==> src/rtl/fetch_unit.sv <==
// fetch_unit: RV32 fetch stage (PC, IMEM read, IF/ID register, stall/redirect bubbles).
// Optional performance counters are enabled by defining FETCH_PERF_EN.
module fetch_unit #(
  parameter logic [31:0] RESET_PC  = 32'h0000_0000,
  parameter logic [31:0] NOP_INSTR = 32'h0000_0013
) (
  input  logic        clk,
  input  logic        rst,
  output logic [31:0] imem_addr,
  input  logic [31:0] imem_rdata,
  input  logic        stall,
  input  logic        redirect,
  input  logic [31:0] redirect_pc,
  output logic [31:0] instr,
  output logic [31:0] instr_pc,
  output logic        instr_valid,
  output logic        misalign_err
`ifdef FETCH_PERF_EN
  ,
  output logic [31:0] stall_cnt,
  output logic [31:0] flush_cnt
`endif
);
  typedef enum logic [1:0] {BOOT, RUN, HOLD} state_t;
  state_t state;
  logic [31:0] pc;
  assign imem_addr = pc;
  always_ff @(posedge clk or posedge rst) begin
    if (rst) begin
      state <= BOOT;
      pc <= RESET_PC;
      instr <= NOP_INSTR;
      instr_pc <= RESET_PC;
      instr_valid <= 1'b0;
      misalign_err <= 1'b0;
    end else if (redirect) begin
      state <= RUN;
      pc <= {redirect_pc[31:2], 2'b00};
      instr <= NOP_INSTR;
      instr_valid <= 1'b0;
      misalign_err <= misalign_err | (|redirect_pc[1:0]);
    end else if (state == BOOT) begin
      state <= RUN;
    end else if (stall) begin
      state <= HOLD;
    end else begin
      state <= RUN;
      pc <= pc + 32'd4;
      instr <= imem_rdata;
      instr_pc <= pc;
      instr_valid <= 1'b1;
    end
  end
`ifdef FETCH_PERF_EN
  always_ff @(posedge clk or posedge rst) begin
    if (rst) begin
      stall_cnt <= 32'd0;
      flush_cnt <= 32'd0;
    end else begin
      stall_cnt <= stall_cnt + {31'd0, stall & ~redirect};
      flush_cnt <= flush_cnt + {31'd0, redirect};
    end
  end
`endif
endmodule

==> config.mk <==
export PLATFORM = sky130hd
export DESIGN_NAME = fetch_unit
export DESIGN_NICKNAME = d
export VERILOG_FILES = /design/src/rtl/fetch_unit.sv
export SDC_FILE = /design/constraint.sdc
export NUM_CORES = 1
export LEC_CHECK = 0
export CAP_MARGIN = 20
export CORE_UTILIZATION = 32
export CTS_BUF_LIST = sky130_fd_sc_hd__clkbuf_16
export CTS_CLUSTER_SIZE = 28
export DETAILED_ROUTE_END_ITERATION = 6
export PLACE_DENSITY = 0.59
export SLEW_MARGIN = 20
export SYNTH_ARGS = -nofsm -noshare
export SYNTH_HDL_FRONTEND = slang
export SYNTH_SLANG_ARGS = --single-unit
==> constraint.sdc <==
create_clock -name clk -period 6.2 [get_ports clk]
set_input_delay 0.93 -clock clk [delete_from_list [all_inputs] [get_ports clk]]
set_output_delay 0.93 -clock clk [all_outputs]
set_load 0.01 [all_outputs]
# [After elaboration in Yosys (flattened, before gate mapping)]
# Index checks and enable logic that the tools add are counted.
[totals] romBits=0 latchBits=0 memories=0 ramBits=0 regBits=100 inputBits=68 out_inout_bits=98 word_cells=29
[op_classes] n_shift=0 reduce_logical=4 add_sub_neg=1 n_lt_le_gt_ge=0 muxes=12 multipliers=0 bitwise=4 eq_ne=2 div_mod_pow=0
[ops] operator="$mux 32" n=6
[ops] operator="$add 32x3->32 const B" n=1
[ops] operator="$mux 2" n=3
[ops] operator="$mux 1" n=3
[ops] operator="$not 1->1" n=3
[ops] operator="$reduce_and 3->1" n=1
[ops] operator="$logic_not 2->1" n=1
[ops] operator="$ne 2x1->1 const B" n=1
[ops] operator="$ne 2x2->1 const B" n=1
[ops] operator="$reduce_and 2->1" n=1
[ops] operator="$reduce_or 2->1" n=1
[ops] operator="$or 1x1->1" n=1

# [Logic depth before layout (Yosys ltp)]
# Gate-level depths: netlist of run 1.
[depth] depth_word=4 ltp_mapped=6 mapped_depth_nobuf=5

# [Worst setup path before layout of run 1]
# Ideal clock, no wire load.
[synth_timing] path_type="in2reg" start="in stall" end="reg pc[11], in the netlist imem_addr[11]" arrival_time_ns=1.966 t_required_ns=6.071 setup_time_ns=0.129 path_stages=6 n_path_buf=1 slack_ns=4.105 cell_sequence="o21ba_2 nand3_1 buf_2 nor3_1 xnor2_1 o21ai_1"
[synth_via] elab_chain_len=2
[synth_lines] element="from (decl)" line_no="11" rtl="input logic stall,"
[synth_lines] element="$ne 2x1->1 (no line)"
[synth_lines] element="$reduce_and 2->1 (no line)"
[synth_lines] element="to (signal assigned)" line_no="38" rtl="pc <= {redirect_pc[31:2], 2'b00};"
[synth_lines] element="to (signal assigned)" line_no="48" rtl="pc <= pc + 32'd4;"
[synth_lines] element="to (decl)" line_no="26" rtl="logic [31:0] pc;"
# No other way between the ends.
# A chain may end at the register's enable or synchronous reset.

# [Final worst setup path of run 1]
[layout_timing] start="in stall" end="reg pc[29], in the netlist imem_addr[29]"
# The elaborated chain is that of the path after synthesis.

==> qor.yml, run 1 <==
timing:
  tightest_slew_ps: 928
  slew_viol_final: 0
  finalSetupViolCount: 0
  rsz0062_at_grt: "no"
  skew_ps: 6.86
  period_minus_slack_ps: 3590
  finalSetupTns_ps: 0
  hold_violations: 0
  max_freq_mhz: 278
  period_share: 0.580
  slew-limit-headroom: 0.380
global_routing:
  grt_pass1_vias: 3584
  grt_first_pass_wirelength_mm: 19.0
  overflow: 0
  grt_max_degree: 55
  use_met2: 0.274
  grt_use_met3: 0.0372
  top_usage_layer: "met2"
  antenna_found_initial: 0
  gr-usage-all-layers: 0.173
  grt_use_met1: 0.227
drt:
  drt_iter0_markers: 119
  wl_per_cell_um: 15.5
  route.detailed.drc: 0
  num_vias: 3468
  final_antenna_net_count: 0
  drt_wl_total_mm: 11.5
  detail_route.first_pass.iterations: 4
  vias_per_cell: 4.66
worst_hold_path:
  holdCritStartpoint: "misalign_err$_DFFE_PP0P_"
  whs_endpoint: "misalign_err$_DFFE_PP0P_"
  holdCritPathClass: "flop to flop"
  whs_path_depth: 1
critical_path:
  reg2reg_setup_slack_ps: 3320
  end_kind: "flop"
  timing_worst_setup_path_type: "primary input to flop"
  arrival_ps: 3820
  worstPathRequired_ps: 6430
  cp-start-kind: "primary input"
  rr_endpoint: "imem_addr[29]$_DFFE_PP0P_"
  crit_path_max_fanout: 42
  reg2reg_from: "state[1]$_DFF_PP0_"
  reg2regPathDepth: 5
die:
  start_util: 0.329
  rows: 42
  dieArea_um2: 14100
  core-area_um2: 13200
  io_pins: 166
  die_w_um: 119
  die_height_um: 119
power:
  p_leak_nw: 2.55
  pwr_density_cell_nw_per_um2: 262
  vdd_drop_max_uv: 154
placement:
  hpwl_mm: 8.18
  dp.cells: 729
  numPortBuffers: 161
  place.gp.congestion: 0.755
synth:
  synth-edff-count: 0
  yosysSeqAreaShare: 0.552
  synth-compound-area-share: 0.0706
  synth-seq-cells: 96
  synth_top_family_by_area: "simple AND/OR/NAND/NOR gates"
  synthTopCellsByCount: "102 x nand2_1, 93 x dfrtp_1, 33 x mux2_2, 29 x a21oi_1, 21 x xnor2_1"
  synthArstFlopShare: 1.00
  avgSynthCellArea_um2: 10.6
  synth.area.top_cells: "dfrtp_1 53%, nand2_1 8.8%, mux2_2 8.5%, xnor2_1 4.2%, a21oi_1 3.3%"
  synth.most_common_cell: "nand2_1"
  synth.top_cell.area_share: 0.534
  synthAdderAreaFrac: 0.00287
  synth_cell_types: 35
  synth_ff_type: "dfrtp_1"
  synthMuxAreaShare: 0.0875
  synth_cells: 411
  synthXorXnorAreaFrac: 0.0563
  synth_top_area_cell: "dfrtp_1"
  yosys_warnings: 0
  synth-simple-area-share: 0.196
  netlist_area_um2: 4360
cts:
  hold_buffers: 0
  cts_tree: "yes"
  clockBufferDepth: 2
  clkLatencyLatePin_ps: 340
  cts_setup_buffers: 0
  h-tree-depth: 3
  clock-root-buffer: "clkbuf_16"
  cts.sinks: 96
  clk_pin_slew_ps: 60
  cts-buffers-inserted: 9
  cts_resized: 0
run_status:
  status: "finished, final reports clean"
run:
  drv_cap: 0
cells_and_area:
  diodes: 0
  area_growth_pct: 46.6
  final_cells: 745
  layout-drive-gt1-share: 0.135
  fin_util: 0.483
  fin_nets: 633
## layout by cell type (no fill, tap or decap), types with 2 or more instances in the layout
| cell type | instances |
|---|---|
| nand2_1 | 102 |
| inv_1 | 7 |
| clkinv_2 | 2 |
| conb_1 | 4 |
| o21ai_0 | 11 |
| o21ai_1 | 16 |
| and4_1 | 2 |
| nand4_1 | 3 |
| clkdlybuf4s50_1 | 160 |
| and3_1 | 2 |
| nor4_2 | 10 |
| clkbuf_16 | 9 |
| and4_4 | 2 |
| xnor2_1 | 21 |
| nor3_2 | 5 |
| buf_4 | 3 |
| nor4_1 | 2 |
| nand4_4 | 3 |
| dfrtp_1 | 93 |
| mux2_2 | 33 |
| nand3_1 | 14 |
| dfstp_2 | 3 |
| clkinv_1 | 3 |
| nor2_1 | 7 |
| xor2_1 | 7 |
| a21oi_1 | 29 |
| nor3_1 | 5 |
## how the worst max path moves through the flow
stage,from,to,cells past startpoint
after CTS,stall,imem_addr[29]$_DFFE_PP0P_,6
final,stall,imem_addr[29]$_DFFE_PP0P_,6
after detailed placement,stall,imem_addr[29]$_DFFE_PP0P_,6
after floorplan,rst,imem_addr[10]$_DFFE_PP0P_,1
after global placement,stall,imem_addr[29]$_DFFE_PP0P_,6
after global routing,stall,imem_addr[29]$_DFFE_PP0P_,6
## area by class of cell
class | instances | area [µm²]
fillers | 1276 | 6850
repair buffers | 164 | 1630
clock buffers | 9 | 225
well taps | 176 | 220
multi-input cells | 286 | 1830
inverters | 7 | 28.8
flip-flops and latches | 96 | 2410
clock inverters | 7 | 55.1
## per-layer routing
metal	vias up	wire [µm]
met5	-	0
met4	0	257
met3	16	501
met2	90	5620
met1	1677	5160
li1	1685	-
## logic make-up (layout without fill, tap and decap cells)
group           count (synthesis)  in the layout
simple gates                  160            160
flops                          96             96
compound gates                 59             59
mux                            34             34
buf+inv                        32            187
xor+xnor                       28             28
fa+ha+maj                       1              1
other cells                     1              4
## flip-flops by register name, summed over array words and instances, names as in the netlist
name and count:
instr_valid 1, imem_addr 30, misalign_err 1, instr_pc 30
instr 32, state 2
## stage by stage
stage | instance area, µm² | power, W | hold slack [ps] | setup WS, ps
2_1_floorplan | 4370 | 0.000927 | 489 | 2770
3_3_place_gp | 6110 | 0.00115 | 449 | 2230
3_5_place_dp | 6110 | 0.00116 | 462 | 2180
4_1_cts | 6390 | 0.00170 | 476 | 2540
5_1_grt | 6390 | 0.00176 | 504 | 2320
6_report | 6390 | 0.00167 | 477 | 2610
## power by group
part           total [W]  internal [W]  leakage (nW)  switching (W)
combinational   0.000377      0.000225          1.21       0.000152
clock           0.000530      0.000305         0.147       0.000225
sequential      0.000765      0.000702          1.19      0.0000635
## worst max-delay path, stage by stage
cell and delay (ps):
clkdlybuf4s50_1 420, o21ba_2 850, nand3_1 780, nor4_2 450, xor2_1 100, mux2_2 270
Power figures use the tool's default switching activity.
==> run 2, diff against run 1 <==
==> constraint.sdc (replaced) <==
create_clock -name clk -period 3.7 [get_ports clk]
set_input_delay 0.555 -clock clk [delete_from_list [all_inputs] [get_ports clk]]
set_output_delay 0.555 -clock clk [all_outputs]
set_load 0.01 [all_outputs]
==> qor.yml, run 2 (synthesized netlist as in run 1, its figures left out) <==
critical_path:
  crit_buf_inv: 1  # unchanged
  slowest_delay_ps: 740  # -110 ps
  cp_slowest_cell: "nor2_4"
  arrival_ps: 2400  # -1420 ps
  worstPathRequired_ps: 3920  # -2510 ps
  reg2reg_from: "imem_addr[4]$_DFFE_PP0P_"
  crit_path_max_fanout: 31  # -26%
  cp-start-kind: "primary input"
  end_kind: "flop"
  crit_family: "simple AND/OR/NAND/NOR gates"
  timing_worst_setup_path_type: "primary input to flop"
  critPathLaunch: "stall"
  cp_cell_sequence: "clkdlybuf4s50_1 -> o21bai_2 -> nor2_4 -> mux2_2"
cts:
  clockBufferDepth: 2  # unchanged
  cts_resized: 0  # unchanged
  cts_tree: "yes"
  cts.sinks: 96  # unchanged
  cts-buffers-inserted: 9  # unchanged
  h-tree-depth: 3  # unchanged
  clk_pin_slew_ps: 60  # about the same
  hold_buffers: 0  # unchanged
  clock-root-buffer: "clkbuf_16"
  clkLatencyLatePin_ps: 340  # about the same
  cts_setup_buffers: 0  # unchanged
timing:
  tightest_slew_ps: 976  # +47.2 ps
  slew_viol_final: 0  # unchanged
  slew-limit-headroom: 0.348  # -0.0316
  finalSetupTns_ps: 0  # unchanged
  finalSetupViolCount: 0  # unchanged
  rsz0062_at_grt: "no"
  hold_violations: 0  # unchanged
  max_freq_mhz: 461
  period_share: 0.587
  period_minus_slack_ps: 2170
  skew_ps: 8.60  # +1.74 ps
global_routing:
  grt_pass1_vias: 3482  # -2.8%
  overflow: 0  # unchanged
  grt_max_degree: 64  # +16%
  grt_first_pass_wirelength_mm: 18.4  # -2.9%
  gr-usage-all-layers: 0.169  # -0.00446
  antenna_found_initial: 0  # unchanged
power:
  p_leak_nw: 2.55  # about the same
  vdd_drop_max_uv: 193  # +25%
  p_total_w: 0.00274  # +64%
  pwr_density_cell_nw_per_um2: 428  # +64%
run_status:
  status: "finished, final reports clean"
die:
  die_height_um: 119  # unchanged
  rows: 42  # unchanged
  dieArea_um2: 14100  # unchanged
  start_util: 0.329  # unchanged
  io_pins: 166  # unchanged
  die_w_um: 119  # unchanged
  core-area_um2: 13200  # unchanged
cells_and_area:
  most-common-layout-cells: "160 x clkdlybuf4s50_1, 102 x nand2_1, 93 x dfrtp_1, 33 x mux2_2, 29 x a21oi_1"
  largest_reg_flops: 32  # unchanged
  area_growth_pct: 46.7  # about the same
  final_cells: 747  # +0.27%
  layout-drive-gt1-share: 0.138  # +0.00303
  fin_util: 0.483  # about the same
  fin_nets: 635  # +0.32%
  largest-register: "instr"
  layout_commonest_cell: "clkdlybuf4s50_1"
  diodes: 0  # unchanged
  fill_cells: 1248  # -2.2%
drt:
  drt_wl_total_mm: 11.5  # about the same
  vias_per_cell: 4.64  # -0.27%
  detail_route.first_pass.iterations: 4  # unchanged
  num_vias: 3468  # unchanged
  drt_iter0_markers: 112  # -5.9%
  final_antenna_net_count: 0  # unchanged
  wl_per_cell_um: 15.4  # -0.22%
  route.detailed.drc: 0  # unchanged
placement:
  place.gp.congestion: 0.779  # +3.3%
  hpwl_mm: 8.12  # -0.81%
  dp.cells: 731  # +0.27%
  numPortBuffers: 161  # unchanged
worst_hold_path:
  holdCritPathClass: "flop to flop"
  holdCritStartpoint: "misalign_err$_DFFE_PP0P_"
run:
  drv_cap: 0  # unchanged
-- run 2: cell types whose count changed in the layout (fill, tap and decap cells not counted) --
| cell | before | now |
|---|---|---|
| buf_12 | 0 | 1 |
| buf_4 | 3 | 4 |
| bufinv_16 | 1 | 0 |
| clkinv_1 | 3 | 4 |
| clkinv_2 | 2 | 3 |
| inv_1 | 7 | 6 |
-- run 2: worst paths after layout --
check / to / slack [ps] / depth (start not counted)
max: instr_pc[8]$_DFFE_PP0P_ / 1530 / 4
min: misalign_err$_DFFE_PP0P_ / 480 / 1
max reg2reg: imem_addr[29]$_DFFE_PP0P_ / 1720 / 5
min reg2reg: misalign_err$_DFFE_PP0P_ / 480 / 1
max in group asynchronous: instr[4]$_DFFE_PP1P_ / 2230 / 3
min in group asynchronous: instr_pc[29]$_DFFE_PP0P_ / 690 / 2
-- run 2: cell type report --
class / instances / area, µm² / share of cell area
tap: 176 / 220 / 0.0344
inverter: 7 / 28.8 / 0.00450
clock buffer: 9 / 225 / 0.0352
timing repair buffer: 166 / 1660 / 0.259
multi-input combinational: 286 / 1830 / 0.286
clock inverter: 7 / 30.0 / 0.00470
sequential: 96 / 2410 / 0.376
-- run 2: worst reg2reg max path, delay by kind of cell, from the launching register on --
family / cells / cell delay [ps]
simple gates: 3 / 1030
flops: 1 / 480
mux: 1 / 270
xor+xnor: 1 / 100
-- run 2: per-layer routing --
layer  share of wire  track usage
met1            0.47        0.229
met5               0            0
met2            0.48        0.263
met4           0.018       0.0712
met3           0.038       0.0323
-- run 2: stage by stage --
step	hold WS [ps]	area (µm²)	worst slack, ps
3_5_place_dp	462	6140	1150
5_1_grt	496	6390	1380
4_1_cts	481	6390	1520
2_1_floorplan	489	4370	645
3_3_place_gp	450	6140	1220
6_report	478	6390	1530
-- run 2: power breakdown --
| group | total [W] | internal, W | switching (W) |
|---|---|---|---|
| clock network | 0.000819 | 0.000442 | 0.000377 |
| registers | 0.00128 | 0.00118 | 0.000109 |
| logic | 0.000635 | 0.000380 | 0.000255 |
==> run 3, diff against run 2 <==
--- a/config.mk
+++ b/config.mk
@@ -10,7 +10,7 @@
 export CTS_BUF_LIST = sky130_fd_sc_hd__clkbuf_16
 export CTS_CLUSTER_SIZE = 28
 export DETAILED_ROUTE_END_ITERATION = 6
-export PLACE_DENSITY = 0.59
+export PLACE_DENSITY = 0.62
 export SLEW_MARGIN = 20
 export SYNTH_ARGS = -nofsm -noshare
 export SYNTH_HDL_FRONTEND = slang
==> constraint.sdc (replaced) <==
create_clock -name clk -period 1.8 [get_ports clk]
set_input_delay 0.27 -clock clk [delete_from_list [all_inputs] [get_ports clk]]
set_output_delay 0.27 -clock clk [all_outputs]
set_load 0.01 [all_outputs]
==> qor.yml, run 3 (synthesized netlist as in run 1, its figures left out) <==
cells_and_area:
  most-common-layout-cells: "160 x clkdlybuf4s50_1, 101 x nand2_1, 92 x dfrtp_1, 39 x buf_4, 33 x mux2_2"
  diodes: 0  # unchanged
  layout-drive-gt1-share: 0.191  # +0.0528
  area_growth_pct: 53.4
  final_area_um2: 6690  # +4.6%
  fin_nets: 671  # +5.7%
  layout_commonest_cell: "clkdlybuf4s50_1"
  largest-register: "instr"
  largest_reg_flops: 32  # unchanged
  fin_util: 0.505  # +0.0220
cts:
  clk_pin_slew_ps: 60  # about the same
  cts_setup_buffers: 0  # unchanged
  hold_buffers: 0  # unchanged
  cts_tree: "yes"
  clockBufferDepth: 2  # unchanged
  cts-buffers-inserted: 9  # unchanged
  cts.sinks: 96  # unchanged
  clkLatencyLatePin_ps: 340  # about the same
  clock-root-buffer: "clkbuf_16"
  h-tree-depth: 3  # unchanged
critical_path:
  worstPathRequired_ps: 1530  # -2390 ps
  end_kind: "primary output"
  cp_slowest_cell: "clkdlybuf4s50_1"
  crit_cells: 1  # -3
  arrival_ps: 1460  # -940 ps
  timing_worst_setup_path_type: "flop to primary output"
  crit_path_max_fanout: 6  # -81%
  slowest_delay_ps: 600  # -140 ps
  cp-start-kind: "flop"
  crit_buf_inv: 1  # unchanged
  crit_family: "buffers and inverters"
  cp_cell_sequence: "clkdlybuf4s50_1"
  reg2regPathDepth: 6  # +1
die:
  die_height_um: 119  # unchanged
  start_util: 0.329  # unchanged
  io_pins: 166  # unchanged
  rows: 42  # unchanged
  die_w_um: 119  # unchanged
  core-area_um2: 13200  # unchanged
  dieArea_um2: 14100  # unchanged
global_routing:
  gr-usage-all-layers: 0.176  # +0.00705
  grt_pass1_vias: 3752  # +7.8%
  grt_max_degree: 97  # +52%
  grt_first_pass_wirelength_mm: 19.4  # +5.1%
  antenna_found_initial: 0  # unchanged
  overflow: 0  # unchanged
drt:
  drt-met1-wl_mm: 5.43  # +0.69%
  vias_per_cell: 4.70  # +1.3%
  wl_per_cell_um: 15.3  # -0.67%
  drt_iter0_markers: 126  # +13%
  met3_length_um: 546  # +23%
  num_vias: 3682  # +6.2%
  route.detailed.drc: 0  # unchanged
  top_layer_used: "met4"
  final_antenna_net_count: 0  # unchanged
  drt_wl_total_mm: 12.0  # +4.1%
  detail_route.first_pass.iterations: 5  # +1
  routed-wl-met2_mm: 5.87  # +6.8%
placement:
  numPortBuffers: 161  # unchanged
  place.gp.congestion: 0.773  # -0.81%
  dpl_cell_area_um2: 6420  # +4.6%
  hpwl_mm: 8.62  # +6.2%
timing:
  hold_violations: 0  # unchanged
  finalSetupViolCount: 0  # unchanged
  whs_ps: 353  # -125 ps
  period_share: 0.959
  slew_viol_final: 0  # unchanged
  rsz0062_at_grt: "no"
  max_freq_mhz: 579
  tightest_slew_ps: 541  # -435 ps
  skew_ps: 5.10  # -3.51 ps
  period_minus_slack_ps: 1730
  slew-limit-headroom: 0.640  # +0.292
  finalSetupTns_ps: 0  # unchanged
power:
  p_leak_nw: 2.73  # +7.3%
  vdd_drop_max_uv: 377  # +95%
  pwr_density_cell_nw_per_um2: 857  # +100%
  p_total_w: 0.00573  # +110%
run:
  drv_cap: 0  # unchanged
worst_hold_path:
  whs_path_depth: 3  # +2
  holdCritPathClass: "primary input to flop"
run_status:
  status: "finished, final reports clean"
-- run 3: cell count changes in the layout (fill, tap and decap cells not counted), sizes merged --
cell      before  now
clkinvlp       0    1
inv            7   11
clkinv         7    2
buf            6   42
-- run 3: area by class of cell --
cell class | count | area (µm²)
Fill cell | 1266 | 6560
Sequential cell | 96 | 2410
Timing Repair Buffer | 202 | 1940
Multi-Input combinational cell | 286 | 1840
Clock buffer | 9 | 225
Tap cell | 176 | 220
Inverter | 7 | 30.0
Clock inverter | 7 | 27.5
-- run 3: path summary, 6_finish.rpt --
| kind | slack [ps] | from | end |
|---|---|---|---|
| setup / recovery | 70 | imem_addr[19]$_DFFE_PP0P_ | imem_addr[19] |
| hold / removal | 350 | redirect | instr[1]$_DFFE_PP1P_ |
| setup reg to reg | 120 | imem_addr[12]$_DFFE_PP0P_ | imem_addr[25]$_DFFE_PP0P_ |
| hold reg to reg | 460 | misalign_err$_DFFE_PP0P_ | misalign_err$_DFFE_PP0P_ |
| max in group asynchronous | 930 | rst | imem_addr[18]$_DFFE_PP0P_ |
| min in group asynchronous | 420 | rst | instr[9]$_DFFE_PP0P_ |
-- run 3: where the power goes --
group          internal [W]  switching [W]
sequential          0.00242       0.000159
combinational      0.000867       0.000610
clock              0.000904       0.000770
-- run 3: repair_timing --
action,CTS,global route
hold endpoints to repair,0,0
setup endpoints to repair,0,3
gates resized for setup,0,3
-- run 3: routing by layer --
layer / GRT usage / up-vias
met5: 0 / -
met4: 0.0617 / 0
met3: 0.0343 / 11
met2: 0.289 / 99
met1: 0.231 / 1815
li1: - / 1757
-- run 3: through the flow --
step	setup slack, ps	std cells
final	74.0	783
after global routing	25.3	783
after CTS	21.3	783
after detailed placement	-288	767
after global placement	-228	767
after floorplan	121	414
